`src/rtl/alu_uart_ctrl.sv`:
```
// Collects operand A, operand B and an opcode byte from a UART receiver, then
// sends the ALU result back. Optional inter-byte timeout: define RX_TIMEOUT_EN.
module alu_uart_ctrl #(
  parameter int unsigned DATA_BITS      = 8,
  parameter int unsigned OP_BITS        = 6,
  parameter int unsigned TIMEOUT_CYCLES = 1000000
) (
  input  logic                 i_clock,
  input  logic                 i_reset,
  input  logic [DATA_BITS-1:0] i_rx_data,
  input  logic                 i_rx_done,
  input  logic                 i_tx_done,
  input  logic [DATA_BITS-1:0] i_alu_result,
  output logic [DATA_BITS-1:0] o_alu_a,
  output logic [DATA_BITS-1:0] o_alu_b,
  output logic [OP_BITS-1:0]   o_alu_op,
  output logic [DATA_BITS-1:0] o_tx_data,
  output logic                 o_tx_start,
  output logic                 o_busy,
  output logic                 o_timeout
);

  typedef enum logic [2:0] {
    IDLE    = 3'd0,
    GET_B   = 3'd1,
    GET_OP  = 3'd2,
    EXEC    = 3'd3,
    SEND    = 3'd4,
    WAIT_TX = 3'd5
  } state_t;

  state_t               state, state_nx;
  logic [DATA_BITS-1:0] alu_a_nx, alu_b_nx, tx_data_nx;
  logic [OP_BITS-1:0]   alu_op_nx;
  logic                 tx_start_nx, busy_nx;

`ifdef RX_TIMEOUT_EN
  localparam int unsigned CNT_BITS = (TIMEOUT_CYCLES > 1) ? $clog2(TIMEOUT_CYCLES) : 1;
  localparam logic [CNT_BITS-1:0] CNT_LAST = CNT_BITS'(TIMEOUT_CYCLES - 1);

  logic [CNT_BITS-1:0] cnt, cnt_nx;
  logic                timeout_nx;
  logic                expired;

  assign expired = (cnt == CNT_LAST);
`endif

  // Next-state and next register values; outputs are registered from these.
  always_comb begin
    state_nx   = state;
    alu_a_nx   = o_alu_a;
    alu_b_nx   = o_alu_b;
    alu_op_nx  = o_alu_op;
    tx_data_nx = o_tx_data;
`ifdef RX_TIMEOUT_EN
    cnt_nx     = '0;
    timeout_nx = 1'b0;
`endif
    case (state)
      IDLE: begin
        if (i_rx_done) begin
          alu_a_nx = i_rx_data;
          state_nx = GET_B;
        end
      end
      GET_B: begin
        if (i_rx_done) begin
          alu_b_nx = i_rx_data;
          state_nx = GET_OP;
        end
`ifdef RX_TIMEOUT_EN
        else if (expired) begin
          state_nx   = IDLE;
          timeout_nx = 1'b1;
        end else begin
          cnt_nx = cnt + CNT_BITS'(1);
        end
`endif
      end
      GET_OP: begin
        if (i_rx_done) begin
          alu_op_nx = i_rx_data[OP_BITS-1:0];
          state_nx  = EXEC;
        end
`ifdef RX_TIMEOUT_EN
        else if (expired) begin
          state_nx   = IDLE;
          timeout_nx = 1'b1;
        end else begin
          cnt_nx = cnt + CNT_BITS'(1);
        end
`endif
      end
      EXEC: begin
        tx_data_nx = i_alu_result;
        state_nx   = SEND;
      end
      SEND: begin
        state_nx = WAIT_TX;
      end
      WAIT_TX: begin
        if (i_tx_done) begin
          state_nx = IDLE;
        end
      end
      default: begin
        state_nx = IDLE;
      end
    endcase
    tx_start_nx = (state_nx == SEND);
    busy_nx     = (state_nx != IDLE);
  end

  always_ff @(posedge i_clock or posedge i_reset) begin
    if (i_reset) begin
      state      <= IDLE;
      o_alu_a    <= '0;
      o_alu_b    <= '0;
      o_alu_op   <= '0;
      o_tx_data  <= '0;
      o_tx_start <= 1'b0;
      o_busy     <= 1'b0;
    end else begin
      state      <= state_nx;
      o_alu_a    <= alu_a_nx;
      o_alu_b    <= alu_b_nx;
      o_alu_op   <= alu_op_nx;
      o_tx_data  <= tx_data_nx;
      o_tx_start <= tx_start_nx;
      o_busy     <= busy_nx;
    end
  end

`ifdef RX_TIMEOUT_EN
  // Inter-byte counter and its one-cycle expiry pulse.
  always_ff @(posedge i_clock or posedge i_reset) begin
    if (i_reset) begin
      cnt       <= '0;
      o_timeout <= 1'b0;
    end else begin
      cnt       <= cnt_nx;
      o_timeout <= timeout_nx;
    end
  end
`else
  assign o_timeout = 1'b0;
`endif

endmodule
```
`config.mk`:
```
export PLATFORM = sky130hd
export DESIGN_NAME = alu_uart_ctrl
export DESIGN_NICKNAME = d
export VERILOG_FILES = /design/src/rtl/alu_uart_ctrl.sv
export SDC_FILE = /design/constraint.sdc
export NUM_CORES = 1
export LEC_CHECK = 0
export CAP_MARGIN = 20
export CORE_UTILIZATION = 30
export DETAILED_ROUTE_END_ITERATION = 16
export GPL_ROUTABILITY_DRIVEN = 0
export SYNTH_ARGS = -nofsm -noshare
export SYNTH_HDL_FRONTEND = slang
export SYNTH_SLANG_ARGS = --single-unit
```
`constraint.sdc`:
```
create_clock -name i_clock -period 1.35 [get_ports i_clock]
set_input_delay 0.3375 -clock i_clock [delete_from_list [all_inputs] [get_ports i_clock]]
set_output_delay 0.3375 -clock i_clock [all_outputs]
set_load 0.01 [all_outputs]
```
After elaboration in Yosys (flattened, before gate mapping)
Index checks and enable logic that the tools add are counted.
Cells by class
  add/subtract/negate cells: 0
  multiply operators: 0
  div/mod/pow operators: 0
  magnitude comparators: 0
  equality and inequality tests: 6
  shift operators: 0
  muxes and demuxes: 5
  bitwise logic cells: 0
  reduce and logical (&&, ||, !) cells: 5
Operators by type and width (number)
  3-bit case mux with 6 select lines: 1
  3-bit 2-to-1 mux: 4
  3-bit == test (second input constant): 3
  3-bit by 2-bit == test with 1-bit output (second input constant): 2
  2-bit AND reduction: 3
  3-bit by 1-bit == test with 1-bit output (second input constant): 1
  3-bit zero test: 1
  3-bit nonzero test: 1
Storage, ports and cells
  bits in registers: 35
  latch bits: 0
  bits in writable memories: 0
  ROM bits: 0
  bits of input ports: 20
  output and inout port bits: 33
  word-level logic and storage cells: 23
  memories kept: 0

Logic depth before layout (Yosys ltp)
Gate-level depths: netlist of run 1.
  word-level depth: 3
  gate-level depth with buffers: 4
  gate-level depth less buffers: 3

Worst setup path after synthesis of run 1
Ideal clock, no wire load.
  path type: register to register
  from: register state[2]
  to: register o_alu_a[0]
  setup time: 0.125 ns
  arrival: 1.212 ns
  required time: 1.225 ns
  slack: 0.014 ns
  stages on the path, launching flop included: 4
  path buffers: 0
  clock period less this slack: 1.336 ns
  cells stage by stage: dfrtp_1 nand2b_4 nor3_4 mux2_2
On the way
  longest elaborated chain between the ends: 2
RTL lines
  from (decl): RTL line 32  | state_t state, state_nx;
  from (signal assigned): RTL line 124  | state <= state_nx;
  3-bit zero test: RTL line 59  | case (state)
  2-bit AND reduction (no source line)
  to (signal assigned): RTL line 125  | o_alu_a <= alu_a_nx;
  to (decl): RTL line 14  | output logic [DATA_BITS-1:0] o_alu_a,
No other way between the ends.
A chain may end at the register's enable or synchronous reset.

Final worst setup path of run 1
  from: register state[1]
  to: register o_alu_b[6]
On the way
  longest elaborated chain between the ends: 2
RTL lines
  3-bit by 1-bit == test with 1-bit output: RTL line 59
  2-bit AND reduction (no source line)
  to (signal assigned): RTL line 126  | o_alu_b <= alu_b_nx;
  to (decl): RTL line 15  | output logic [DATA_BITS-1:0] o_alu_b,
No other way between the ends.

==> results of run 1 <==
[per-layer routing]
metal  share of wire, %  global-route usage [%]  vias to the layer above  routed length (um)
met5                  0                       0                        -                   0
met4                1.6                    6.00                        0                  45
met3                5.9                    5.23                        4                 167
met2                 51                    21.1                       27                1450
met1                 42                    14.6                      452                1180
li1                   -                       -                      435                   -
[synth_stat cells, drive strengths merged]
cell type  number  area share (%)
or3             1            0.46
nand2           1            0.27
conb            1            0.27
a21oi           2            0.73
nor2            3             1.9
nand3b          2             1.1
mux2           30              25
a21o            1            0.55
nand2b          4             2.4
dfrtp          35              64
buf             3             1.3
nor3            3             1.9
o21ai           1            0.36
inv             2            0.55
[cell type report]
| cell class | count | area [um^2] |
|---|---|---|
| Clock buffer | 6 | 72.6 |
| Clock inverter | 2 | 60.1 |
| Fill cell | 406 | 2240 |
| Inverter | 2 | 7.51 |
| Multi-Input combinational cell | 49 | 474 |
| Sequential cell | 35 | 877 |
| Tap cell | 52 | 65.1 |
| Timing Repair Buffer | 60 | 588 |
[worst max-delay path, cell delays in order (launching register included)]
cell	delay, ps
sky130_fd_sc_hd__dfrtp_2	440
sky130_fd_sc_hd__nand2b_1	210
sky130_fd_sc_hd__nor2_4	140
sky130_fd_sc_hd__buf_12	130
sky130_fd_sc_hd__mux2_2	330
[flip-flops by register name, indices dropped and copies added (netlist names)]
signal and cells:
o_tx_data 8, o_alu_b 8, state 3, o_tx_start 1
o_alu_a 8, o_busy 1, o_alu_op 6
[repair_timing]
item / 4_1_cts / 5_1_grt
gates resized for setup: 33 / 2
buffers inserted: 1 / 0
setup endpoints to repair: 54 / 31
hold endpoints to repair: 0 / 0
pin swaps: 1 / 0
[path summary, 6_finish.rpt]
kind,endpoint,slack [ps],cells past startpoint
worst min-delay path,o_alu_a[0],430,3
worst max-delay path,o_alu_b[6],-7,4
worst min register to register,o_alu_b[3],500,1
min in group i_clock,o_alu_b[3],500,1
worst max register to register,o_alu_b[6],-7,4
max in group asynchronous,state[1],740,3
[cell usage in the layout, fill, tap and decap left out, drive strengths merged]
master | synthesis | layout
mux2 | 30 | 30
dfrtp | 35 | 35
clkdlybuf4s50 | 0 | 18
a21oi | 2 | 2
buf | 3 | 9
nor2 | 3 | 3
bufinv | 0 | 2
nor3 | 3 | 3
clkdlybuf4s15 | 0 | 1
nand2 | 1 | 1
clkbuf | 0 | 6
dlygate4sd2 | 0 | 32
o21ai | 1 | 1
nand3b | 2 | 2
nand2b | 4 | 4
or3 | 1 | 1
a21o | 1 | 1
conb | 1 | 1
inv | 2 | 2
[metrics by stage]
| step | setup WS [ps] | utilization [%] | hold WS, ps | total power, uW | TNS (ps) |
|---|---|---|---|---|---|
| global route | -39.0 | 48.9 | 440 | 5480 | -652 |
| floorplan | 13.6 | - | 468 | 3000 | 0 |
| detailed placement | -413 | 46.3 | 494 | 4420 | -8570 |
| finish | -7.25 | 48.9 | 425 | 5150 | -37.7 |
| CTS | -13.7 | 48.9 | 431 | 5230 | -80.9 |
| global placement | -389 | 46.3 | 489 | 4330 | -8280 |
[logic make-up after synthesis]
logic type	count (synthesis)	share of synthesized area (%)
buffers and inverters	5	1.82
other	1	0.273
DFF	35	63.7
muxes	30	24.6
and+or+nand+nor	14	8.01
AOI/OAI and AO/OA	4	1.64
[power by group]
group | switching [uW] | total, uW | internal (uW) | leakage, uW
combinational | 901 | 2190 | 1290 | 0.000492
sequential | 274 | 1860 | 1590 | 0.000415
clock | 355 | 1090 | 738 | 0.0000654
total | 1530 | 5150 | 3620 | 0.000973
==> results.py, run 1 <==
metrics = {
    "routing": {
        "ant_nets": 0,
        "detail_route.wirelength_um": 2850,
        "drc": 0,
        "routed_wire_length_per_instance_um": 13.8,
        "first_pass_iters": 3,
        "num_vias": 918,
        "vias_per_cell": 4.46,
        "dr.first_iter.drc_count": 26,
    },
    "grt": {
        "largest_net_degree_at_the_start_of_global_routing": 36,
        "global_route.usage.total_pct": 12.9,
        "vias_in_the_first_global_route": 1001,
        "antenna_violations_before_repair": 0,
        "global_route_wire_length_before_repair_um": 4840,
        "grt_overflow_total": 0,
    },
    "logic_synthesis": {
        "synth_area_per_cell_um2": 15.5,
        "synth_cell_type_count": 18,
        "post_synth_instance_area_um2": 1380,
        "sequential_element_share_of_the_synthesized_area_pct": 63.7,
        "synthesis.instances": 89,
        "synth_nets": 109,
        "synth.yosys.warnings": 0,
        "synth.ff_latch_count": 35,
    },
    "layout": {
        "num_antenna_cells": 0,
        "layout-drive-gt1-share_pct": 33.1,
        "final_net_count": 173,
        "areaGrowthSynthToFinish_pct": 56.0,
        "layout.cell_area.non_filler_um2": 2140,
        "layoutNonFillerInstCount": 206,
    },
    "clock_tree": {
        "clk_root_buffer_cell": "sky130_fd_sc_hd__clkbuf_8",
        "tritoncts_sink_count": 35,
        "cts_made_buffers": 5,
        "ctsLongestPathBuffers": 2,
        "clock_pin_slew_of_the_registers_on_the_worst_case_setup_and_hold_paths_ps": 70,
        "tritoncts": "done",
        "clk-insertion-delay-late_ps": 280,
        "h-tree-depth": 2,
        "post_cts_hold_buffer_count": 0,
    },
    "placement": {
        "place.detailed.hpwl_um": 2140,
        "portBuffers": 51,
        "dpl.cell_count": 197,
        "detailed_place.area_um2": 2030,
    },
    "sta": {
        "share_of_the_clock_period_used_by_the_worst_path_after_layout_pct": 101,
        "finalCriticalPeriod_ps": 1360,
        "timing.final.max_slew_violations": 0,
        "rsz_0062_raised_after_global_routing": "true",
        "timing.final.ws_setup_ps": -7.25,
        "final-setup-viol-count": 8,
        "fin_worst_skew_ps": 4.77,
        "report.final.hold_viol_count": 0,
        "fmaxAchievable_mhz": 737,
    },
    "floorplanning": {
        "initial_utilization_pct": 31.4,
        "fp.dieW_um": 69.7,
        "number_of_primary_i_o_pins": 53,
        "die-height_um": 69.7,
        "placeableCoreArea_um2": 4380,
        "rows": 24,
        "total_die_area_um2": 4860,
    },
    "run_status": {
        "status": "finished, violations left",
        "violated_checks": "setup timing",
    },
    "power": {
        "total_leakage_power_uw": 0.000973,
        "peakVddDrop_uv": 869,
        "powerDensity_nw_per_um2": 2400,
    },
    "setup_path": {
        "startpoint": "state[1]",
        "worst_ep_required_time_ps": 1520,
        "startpoint_type": "flip-flop",
        "critical_path.max_fanout": 8,
        "worst_r2r_startpoint": "state[1]",
        "worst-setup-path-type": "flip-flop to flip-flop",
        "endpoint_kind": "flip-flop",
        "arrival_time_at_the_worst_endpoint_ps": 1520,
    },
    "flow_run": {
        "cap_viol_max_count": 0,
    },
    "worst_hold_path": {
        "holdCritPathClass": "primary input to async pin",
    },
}
Note: power is estimated with default switching activity, not from simulation.
==> run 2, diff against run 1 <==
ABC_CLOCK_PERIOD_IN_PS = 1350   (was not set)
CTS_CLUSTER_SIZE = 8   (was not set)
==> results of run 2 <==
Same layout as run 1: the final DEF is identical, and so are final timing and power.
==> run 3, diff against run 2 <==
MAX_ROUTING_LAYER = met4   (was not set)
==> results.py, run 3 (synthesis gave the netlist of run 1 again) <==
metrics = {
    "layout": {
        "most_common_cell_after_layout_fill_and_taps_aside": "sky130_fd_sc_hd__dfrtp_1",
        "area_occupied_by_multi_input_gates_um2": 474,
        "most-common-layout-cells": "34 x sky130_fd_sc_hd__dfrtp_1, 32 x sky130_fd_sc_hd__dlygate4sd2_1, 30 x sky130_fd_sc_hd__mux2_2",
        "register_area_um2": 877,
        "largestRegisters": "o_alu_a: 8 flops, o_alu_b: 8 flops, o_tx_data: 8 flops",
        "layout.core_utilization_pct": 48.9,
        "layout-drive-gt1-share_pct": 33.1,
        "num_antenna_cells": 0,
        "layout.filler_cells": 406,
        "areaGrowthSynthToFinish_pct": 56.0,
        "final_net_count": 173,
    },
    "sta": {
        "fmaxAchievable_mhz": 737,
        "fin_setup_tns_ps": -38.1,
        "timing.final.max_slew_violations": 0,
        "report.final.hold_viol_count": 0,
        "share_of_the_clock_period_used_by_the_worst_path_after_layout_pct": 101,
        "finalCriticalPeriod_ps": 1360,
        "fin_worst_skew_ps": 4.59,
        "timing.final.ws_setup_ps": -7.25,
        "rsz_0062_raised_after_global_routing": "true",
        "final-setup-viol-count": 8,
    },
    "grt": {
        "grt_overflow_total": 0,
        "vias_in_the_first_global_route": 999,
        "global_route.usage.total_pct": 13.3,
        "largest_net_degree_at_the_start_of_global_routing": 36,
        "global_route_wire_length_before_repair_um": 4840,
        "antenna_violations_before_repair": 0,
    },
    "clock_tree": {
        "ctsLongestPathBuffers": 2,
        "post_cts_hold_buffer_count": 0,
        "clk_root_buffer_cell": "sky130_fd_sc_hd__clkbuf_8",
        "h-tree-depth": 2,
        "clock_pin_slew_of_the_registers_on_the_worst_case_setup_and_hold_paths_ps": 70,
        "cts_made_buffers": 5,
        "clk-insertion-delay-late_ps": 280,
        "tritoncts_sink_count": 35,
        "tritoncts": "done",
    },
    "run_status": {
        "violated_checks": "setup timing",
        "status": "finished, violations left",
    },
    "placement": {
        "portBuffers": 51,
        "place.detailed.hpwl_um": 2140,
    },
    "floorplanning": {
        "total_die_area_um2": 4860,
        "fp.dieW_um": 69.7,
        "number_of_primary_i_o_pins": 53,
        "die-height_um": 69.7,
        "initial_utilization_pct": 31.4,
        "rows": 24,
        "placeableCoreArea_um2": 4380,
    },
    "routing": {
        "detail_route.wirelength_um": 2850,
        "vias_per_cell": 4.46,
        "dr.first_iter.drc_count": 26,
        "routed_wire_length_per_instance_um": 13.8,
        "ant_nets": 0,
        "num_vias": 918,
        "first_pass_iters": 3,
        "drc": 0,
    },
    "power": {
        "power_frac_seq_pct": 36.2,
        "powerDensity_nw_per_um2": 2400,
        "peakVddDrop_uv": 869,
        "total_leakage_power_uw": 0.000973,
        "cellInternalPower_uw": 3620,
        "clock_power_share_pct": 21.2,
        "netsw_uw": 1530,
        "switching_fraction_pct": 29.7,
        "power.share.combinational_pct": 42.6,
    },
    "setup_path": {
        "startpoint_type": "flip-flop",
        "arrival_time_at_the_worst_endpoint_ps": 1520,
        "endpoint_kind": "flip-flop",
        "worst_ep_required_time_ps": 1520,
        "critical_path.max_fanout": 8,
        "worst-setup-path-type": "flip-flop to flip-flop",
    },
    "worst_hold_path": {
        "holdCritPathClass": "primary input to async pin",
    },
    "flow_run": {
        "cap_viol_max_count": 0,
    },
}
## run 3: cell counts in the layout (fill, tap and decap cells not counted)
Identical to the previous run, type by type.
## run 3: path summary, 6_finish.rpt
check | start | to | slack (ps) | cells past startpoint
worst min register to register | o_alu_b[3] | o_alu_b[3] | 500 | 1
worst min-delay path | i_reset | o_alu_a[0] | 430 | 3
max in group asynchronous | i_reset | state[1] | 740 | 3
worst max-delay path | state[1] | o_alu_b[6] | -7 | 4
worst max register to register | state[1] | o_alu_b[6] | -7 | 4
min in group i_clock | o_alu_b[3] | o_alu_b[3] | 500 | 1
## run 3: timing repair
| item | 4_1_cts | 5_1_grt |
|---|---|---|
| setup buffers | 1 | 0 |
| resized for setup | 33 | 2 |
| pin swaps | 1 | 0 |
| gates cloned | 0 | 0 |
| setup endpoints to repair | 54 | 31 |
## run 3: power by group through the flow
stage / clock [uW] / sequential [uW] / combinational [uW]
2_1_floorplan: 0 / 2090 / 906
3_3_place_gp: 0 / 1870 / 2460
3_5_place_dp: 0 / 1900 / 2520
4_1_cts: 1130 / 1870 / 2230
5_1_grt: 1170 / 1940 / 2370
6_report: 1090 / 1860 / 2190
## run 3: layout make-up
class | count | share of cell area (%)
clock inverter | 2 | 2.80
inverter | 2 | 0.350
sequential | 35 | 40.9
timing repair buffer | 60 | 27.4
tap | 52 | 3.03
multi-input combinational | 49 | 22.1
clock buffer | 6 | 3.38
## run 3: through the flow
step	hold WS, ps	total power (uW)	instances	worst slack [ps]	instance area (um^2)
after CTS	431	5230	206	-13.7	2140
after detailed placement	494	4420	197	-413	2030
final	426	5150	206	-7.25	2140
after global routing	443	5480	206	-39.0	2140
after global placement	489	4330	197	-389	2030
after floorplan	468	3000	89	13.6	1380
## run 3: per-layer routing
| layer | global-route usage (%) | wire length [um] | vias up | share of wire, % |
|---|---|---|---|---|
| met4 | 6.00 | 45 | 0 | 1.6 |
| met2 | 21.0 | 1460 | 27 | 51 |
| li1 | - | - | 435 | - |
| met1 | 14.8 | 1180 | 452 | 41 |
| met5 | - | 0 | - | 0 |
| met3 | 5.23 | 167 | 4 | 5.9 |
## run 3: worst max-delay path, cell delays in order (launching register included)
cell	delay [ps]
sky130_fd_sc_hd__dfrtp_2	440
sky130_fd_sc_hd__nand2b_1	210
sky130_fd_sc_hd__nor2_4	140
sky130_fd_sc_hd__buf_12	130
sky130_fd_sc_hd__mux2_2	330
==> RTL change 1: new RTL, settings of run 3 <==
Build with the macro `RX_TIMEOUT_EN` defined.
--- a/src/rtl/alu_uart_ctrl.sv
+++ b/src/rtl/alu_uart_ctrl.sv
@@ -2,2 +2,4 @@
 // sends the ALU result back. Optional inter-byte timeout: define RX_TIMEOUT_EN.
+`define RX_TIMEOUT_EN
+
 module alu_uart_ctrl #(
Function: no difference found for any inputs over 10 cycles, from zero or initial values and one cycle with i_reset high; that may be too few to reach the edited logic, so the function may still have changed.
==> RTL change 1 against run 3 <==
- sequential power increased by 37%
- setup slack worse by 250 ps
- area after synthesis grew 75%
- cell area increased by 80%
- sequential cell count increased by 21
- the run still ends with negative setup slack left
- final cell count grew 110%
- power rose by 30%
- maximum frequency fell by 16%
- wire length up 99%
- highest routed layer unchanged
==> RTL change 1: results (changes against run 3) <==
pre-CTS setup slack -> -492.7 ps (was -413.3 ps)
Worst Path Arrival -> 1840 ps (was 1520 ps)
multi-input gates -> 145 (was 49)
Signal inverters -> 8 (was 2)
Synth area leaders -> dfrtp_1 58%, mux2_2 10%, nand2_1 5.6%, xor2_1 3.3%, nor2_1 2.5% (was dfrtp_1 64%, mux2_2 25%, nor2_4 1.6%, nand2b_1 1.4%, nor3_4 1.2%)
Multi-input gate area -> 1124 µm² (was 474.2 µm²)
Crit-path slowest cell -> or4_1 (was dfrtp_2)
failing checks -> negative setup slack (unchanged)
# nets final -> 352 (was 173)
max incr delay on CP -> 510 ps (was 440 ps)
vias in the first global route -> 1949 (was 999)
CP startpoint -> cnt[7]$_DFF_PP0_ (was state[1]$_DFF_PP0_)
Mapped Avg Cell Area -> 11.21 µm² (was 15.45 µm²)
Clock power frac -> 16.5% (was 21.2%)
Clock buffer cells -> 5 (was 6)
grt met2 use -> 22.68% (was 21.04%)
CTS resizes -> 39 (was 33)
register share of total power -> 38.0% (was 36.2%)
Synth Net Count -> 236 (was 109)
largest net degree at the start of global routing -> 57 (was 36)
r2r startpoint -> cnt[7]$_DFF_PP0_ (was state[1]$_DFF_PP0_)
Post-Place Cells -> 407 (was 197)
Lkg Pwr -> 1.742 nW (was 0.9729 nW)
routed wire length per instance -> 13.03 µm (was 13.83 µm)
first-pass GRT wire length -> 9135 µm (was 4843 µm)
buffer share of cell area -> 27.09% (was 27.42%)
status -> finished, violations left (unchanged)
Clock-cell share -> 3.020% (was 6.184%)
met2 routed WL -> 2684 µm (was 1457 µm)
final setup margin -> -256.3 ps (was -7.254 ps)
DRT Pass-1 Iters -> 4 (was 3)
Commonest cells post-synth -> 56 x dfrtp_1, 36 x nand2_1, 22 x mux2_2 (was 35 x dfrtp_1, 30 x mux2_2, 3 x nand2b_1)
multiplexer area fraction after synthesis -> 10.28% (was 24.57%)
final cell count without fillers -> 434 (was 206)
DP Area -> 3492 µm² (was 2031 µm²)
CP delay by family, top -> simple AND/OR/NAND/NOR gates (was flip-flops)
sequential cell area share -> 36.41% (was 40.90%)
Post-CTS Setup Inserts -> 5 (was 1)
Fillers -> 732 (was 406)
top fanout value on the critical path -> 5 (was 8)
Final HPWL DP -> 3769 µm (was 2144 µm)
initial drt markers -> 85 (was 26)
core box area -> 7767 µm² (was 4384 µm²)
vias per cell -> 4.558 (was 4.456)
Clock Pin Slew Worst Setup and Hold Paths -> 100 ps (was 70 ps)
final setup vio count -> 35 (was 8)
Final Skew -> 5.890 ps (was 4.592 ps)
multi-input gate share of total cell area -> 29.17% (was 22.11%)
-- RTL change 1: changes by cell type after synthesis, moves of 5 or more --
cell,before,now
xor2_1,0,9
dfrtp_1,35,56
nor2_1,1,16
nand2_1,1,36
mux2_2,30,22
nand3_1,0,9
o31ai_1,0,5
-- RTL change 1: worst paths after layout --
path / end / slack (ps) / cells past startpoint
worst max-delay path: cnt[15]$_DFF_PP0_ / -260 / 5
worst min-delay path: o_alu_a[1]$_DFFE_PP0P_ / 450 / 3
worst max register to register: cnt[15]$_DFF_PP0_ / -260 / 5
worst min register to register: o_tx_data[4]$_DFFE_PP0P_ / 480 / 2
max in group asynchronous: state[1]$_DFF_PP0_ / 630 / 3
min in group i_clock: o_tx_data[4]$_DFFE_PP0P_ / 480 / 2
-- RTL change 1: tightest hold or removal path, cell delays in order --
cell and delay (ps):
clkdlybuf4s50_1 450, clkinvlp_4 100, buf_12 270
==> RTL change 2: new RTL, flow settings as in run 3 <==
Made on the original files. `o_tx_data` no longer has a reset.
--- a/src/rtl/alu_uart_ctrl.sv
+++ b/src/rtl/alu_uart_ctrl.sv
@@ -119,3 +119,2 @@
       o_alu_op   <= '0;
-      o_tx_data  <= '0;
       o_tx_start <= 1'b0;
@@ -127,3 +126,2 @@
       o_alu_op   <= alu_op_nx;
-      o_tx_data  <= tx_data_nx;
       o_tx_start <= tx_start_nx;
@@ -131,2 +129,6 @@
     end
+  end
+
+  always_ff @(posedge i_clock) begin
+    o_tx_data <= tx_data_nx;
   end
Function: differs if i_reset is asserted again (counterexample within 10 cycles, from zero or initial values and one cycle with i_reset high); with i_reset held inactive, the same outputs for 10 cycles.
==> RTL change 2 against run 3 <==
- the flow still finishes with violations (negative setup slack)
- sequential cell count unchanged
- critical path depth unchanged
- maximum frequency grew 0.28%
- final cell count is 4.9% lower
- synthesized cell count is 10% lower
- setup slack better by 3.8 ps
- wire length is 0.84% higher
- first-iteration DRC count increased by 110%
- area after synthesis fell by 3.4%
- count of clock-buffer cells in the layout up 1
- power is 13% lower
- cell area fell by 3.2%
==> RTL change 2: results (changes against run 3) <==
status -> finished, violations left (unchanged)
failing checks -> negative setup slack (unchanged)
layout cells sized above 1 -> 30.82% (was 33.12%)
r2r startpoint -> state[2]$_DFF_PP0_ (was state[1]$_DFF_PP0_)
final setup vio count -> 4 (was 8)
WHS -> 394.7 ps (was 425.7 ps)
Sum Neg Setup Slack -> -10.93 ps (was -38.14 ps)
# nets final -> 165 (was 173)
final setup margin -> -3.503 ps (was -7.254 ps)
Overall Global Routing Usage -> 13.83% (was 13.28%)
sequential share of the synthesized area -> 68.93% (was 63.69%)
Final Skew -> 5.918 ps (was 4.592 ps)
Synth area leaders -> dfrtp_1 51%, mux2_2 19%, edfxtp_1 18%, nand2b_1 1.9%, nor2_4 1.7% (was dfrtp_1 64%, mux2_2 25%, nor2_4 1.6%, nand2b_1 1.4%, nor3_4 1.2%)
pre-CTS setup slack -> -406.1 ps (was -413.3 ps)
Final HPWL DP -> 1934 µm (was 2144 µm)
Commonest cells post-synth -> 27 x dfrtp_1, 22 x mux2_2, 8 x edfxtp_1 (was 35 x dfrtp_1, 30 x mux2_2, 3 x nand2b_1)
Fillers -> 372 (was 406)
EDFF count, synth -> 8 (was 0)
peak supply drop -> 1.150 mV (was 0.8685 mV)
Post-Route WL -> 2872 µm (was 2848 µm)
Netlist cell types -> 19 (was 18)
DRT Pass-1 Iters -> 4 (was 3)
DP Area -> 1987 µm² (was 2031 µm²)
Yosys warnings -> 0 (unchanged)
largest net degree at the start of global routing -> 28 (was 36)
Synth Net Count -> 100 (was 109)
Lkg Pwr -> 0.9220 nW (was 0.9729 nW)
r2r endpoint -> o_alu_a[1]$_DFFE_PP0P_ (was o_alu_b[6]$_DFFE_PP0P_)
initial drt markers -> 55 (was 26)
-- RTL change 2: logic make-up after synthesis --
kind of cell,count (synthesis),synth area share [%]
other,1,0.2822
AND/OR/NAND/NOR,15,9.228
flip-flops,35,68.93
multiplexers,22,18.64
buffers and inverters,3,1.224
AO/OA/AOI/OAI,4,1.695
-- RTL change 2: final cells by class --
class | count | area share (%)
sequential | 35 | 44.24
timing repair buffer | 60 | 27.67
multi-input combinational | 42 | 20.98
clock buffer | 7 | 3.677
tap | 50 | 3.014
clock inverter | 1 | 0.2411
inverter | 1 | 0.1808
-- RTL change 2: where the power goes --
part           total, W  internal, W  switching, W
clock          0.000706     0.000362      0.000345
combinational   0.00200      0.00118      0.000829
sequential      0.00177      0.00155      0.000223
-- RTL change 2: critical path, stage by stage, from the launching register on --
cell,delay [ps]
dfrtp_1,380
nand2b_4,190
nor3_4,200
buf_12,170
mux2_4,300
-- RTL change 2: metrics by stage --
stage	total power [W]	cells
4_1_cts	0.004360	195
3_5_place_dp	0.003916	187
3_3_place_gp	0.003879	187
5_1_grt	0.004770	196
2_1_floorplan	0.002721	80
6_report	0.004481	196
-- RTL change 2: worst max path at each step --
stage / startpoint / to / slack [ps] / cells past startpoint
final: state[2]$_DFF_PP0_ / o_alu_a[1]$_DFFE_PP0P_ / -4 / 4
after CTS: state[1]$_DFF_PP0_ / o_alu_b[5]$_DFFE_PP0P_ / -30 / 4
after global routing: state[2]$_DFF_PP0_ / o_alu_a[1]$_DFFE_PP0P_ / -50 / 4
after global placement: i_rx_done / o_alu_a[0]$_DFFE_PP0P_ / -390 / 5
after detailed placement: i_rx_done / o_alu_a[5]$_DFFE_PP0P_ / -410 / 5
after floorplan: state[2]$_DFF_PP0_ / o_alu_a[0]$_DFFE_PP0P_ / 4 / 3
-- RTL change 2: layer usage --
layer / GRT usage, % / vias up / routed length (µm)
met1: 16.58 / 429 / 1321
li1: - / 408 / -
met4: 4.688 / 0 / 7
met2: 20.83 / 46 / 1297
met5: - / - / 0
met3: 5.921 / 2 / 247
-- RTL change 2: what timing repair did --
item	in CTS	in global routing
buffers inserted	0	1
pin swaps	0	1
gates resized for setup	33	12
endpoints found under the setup margin	54	24
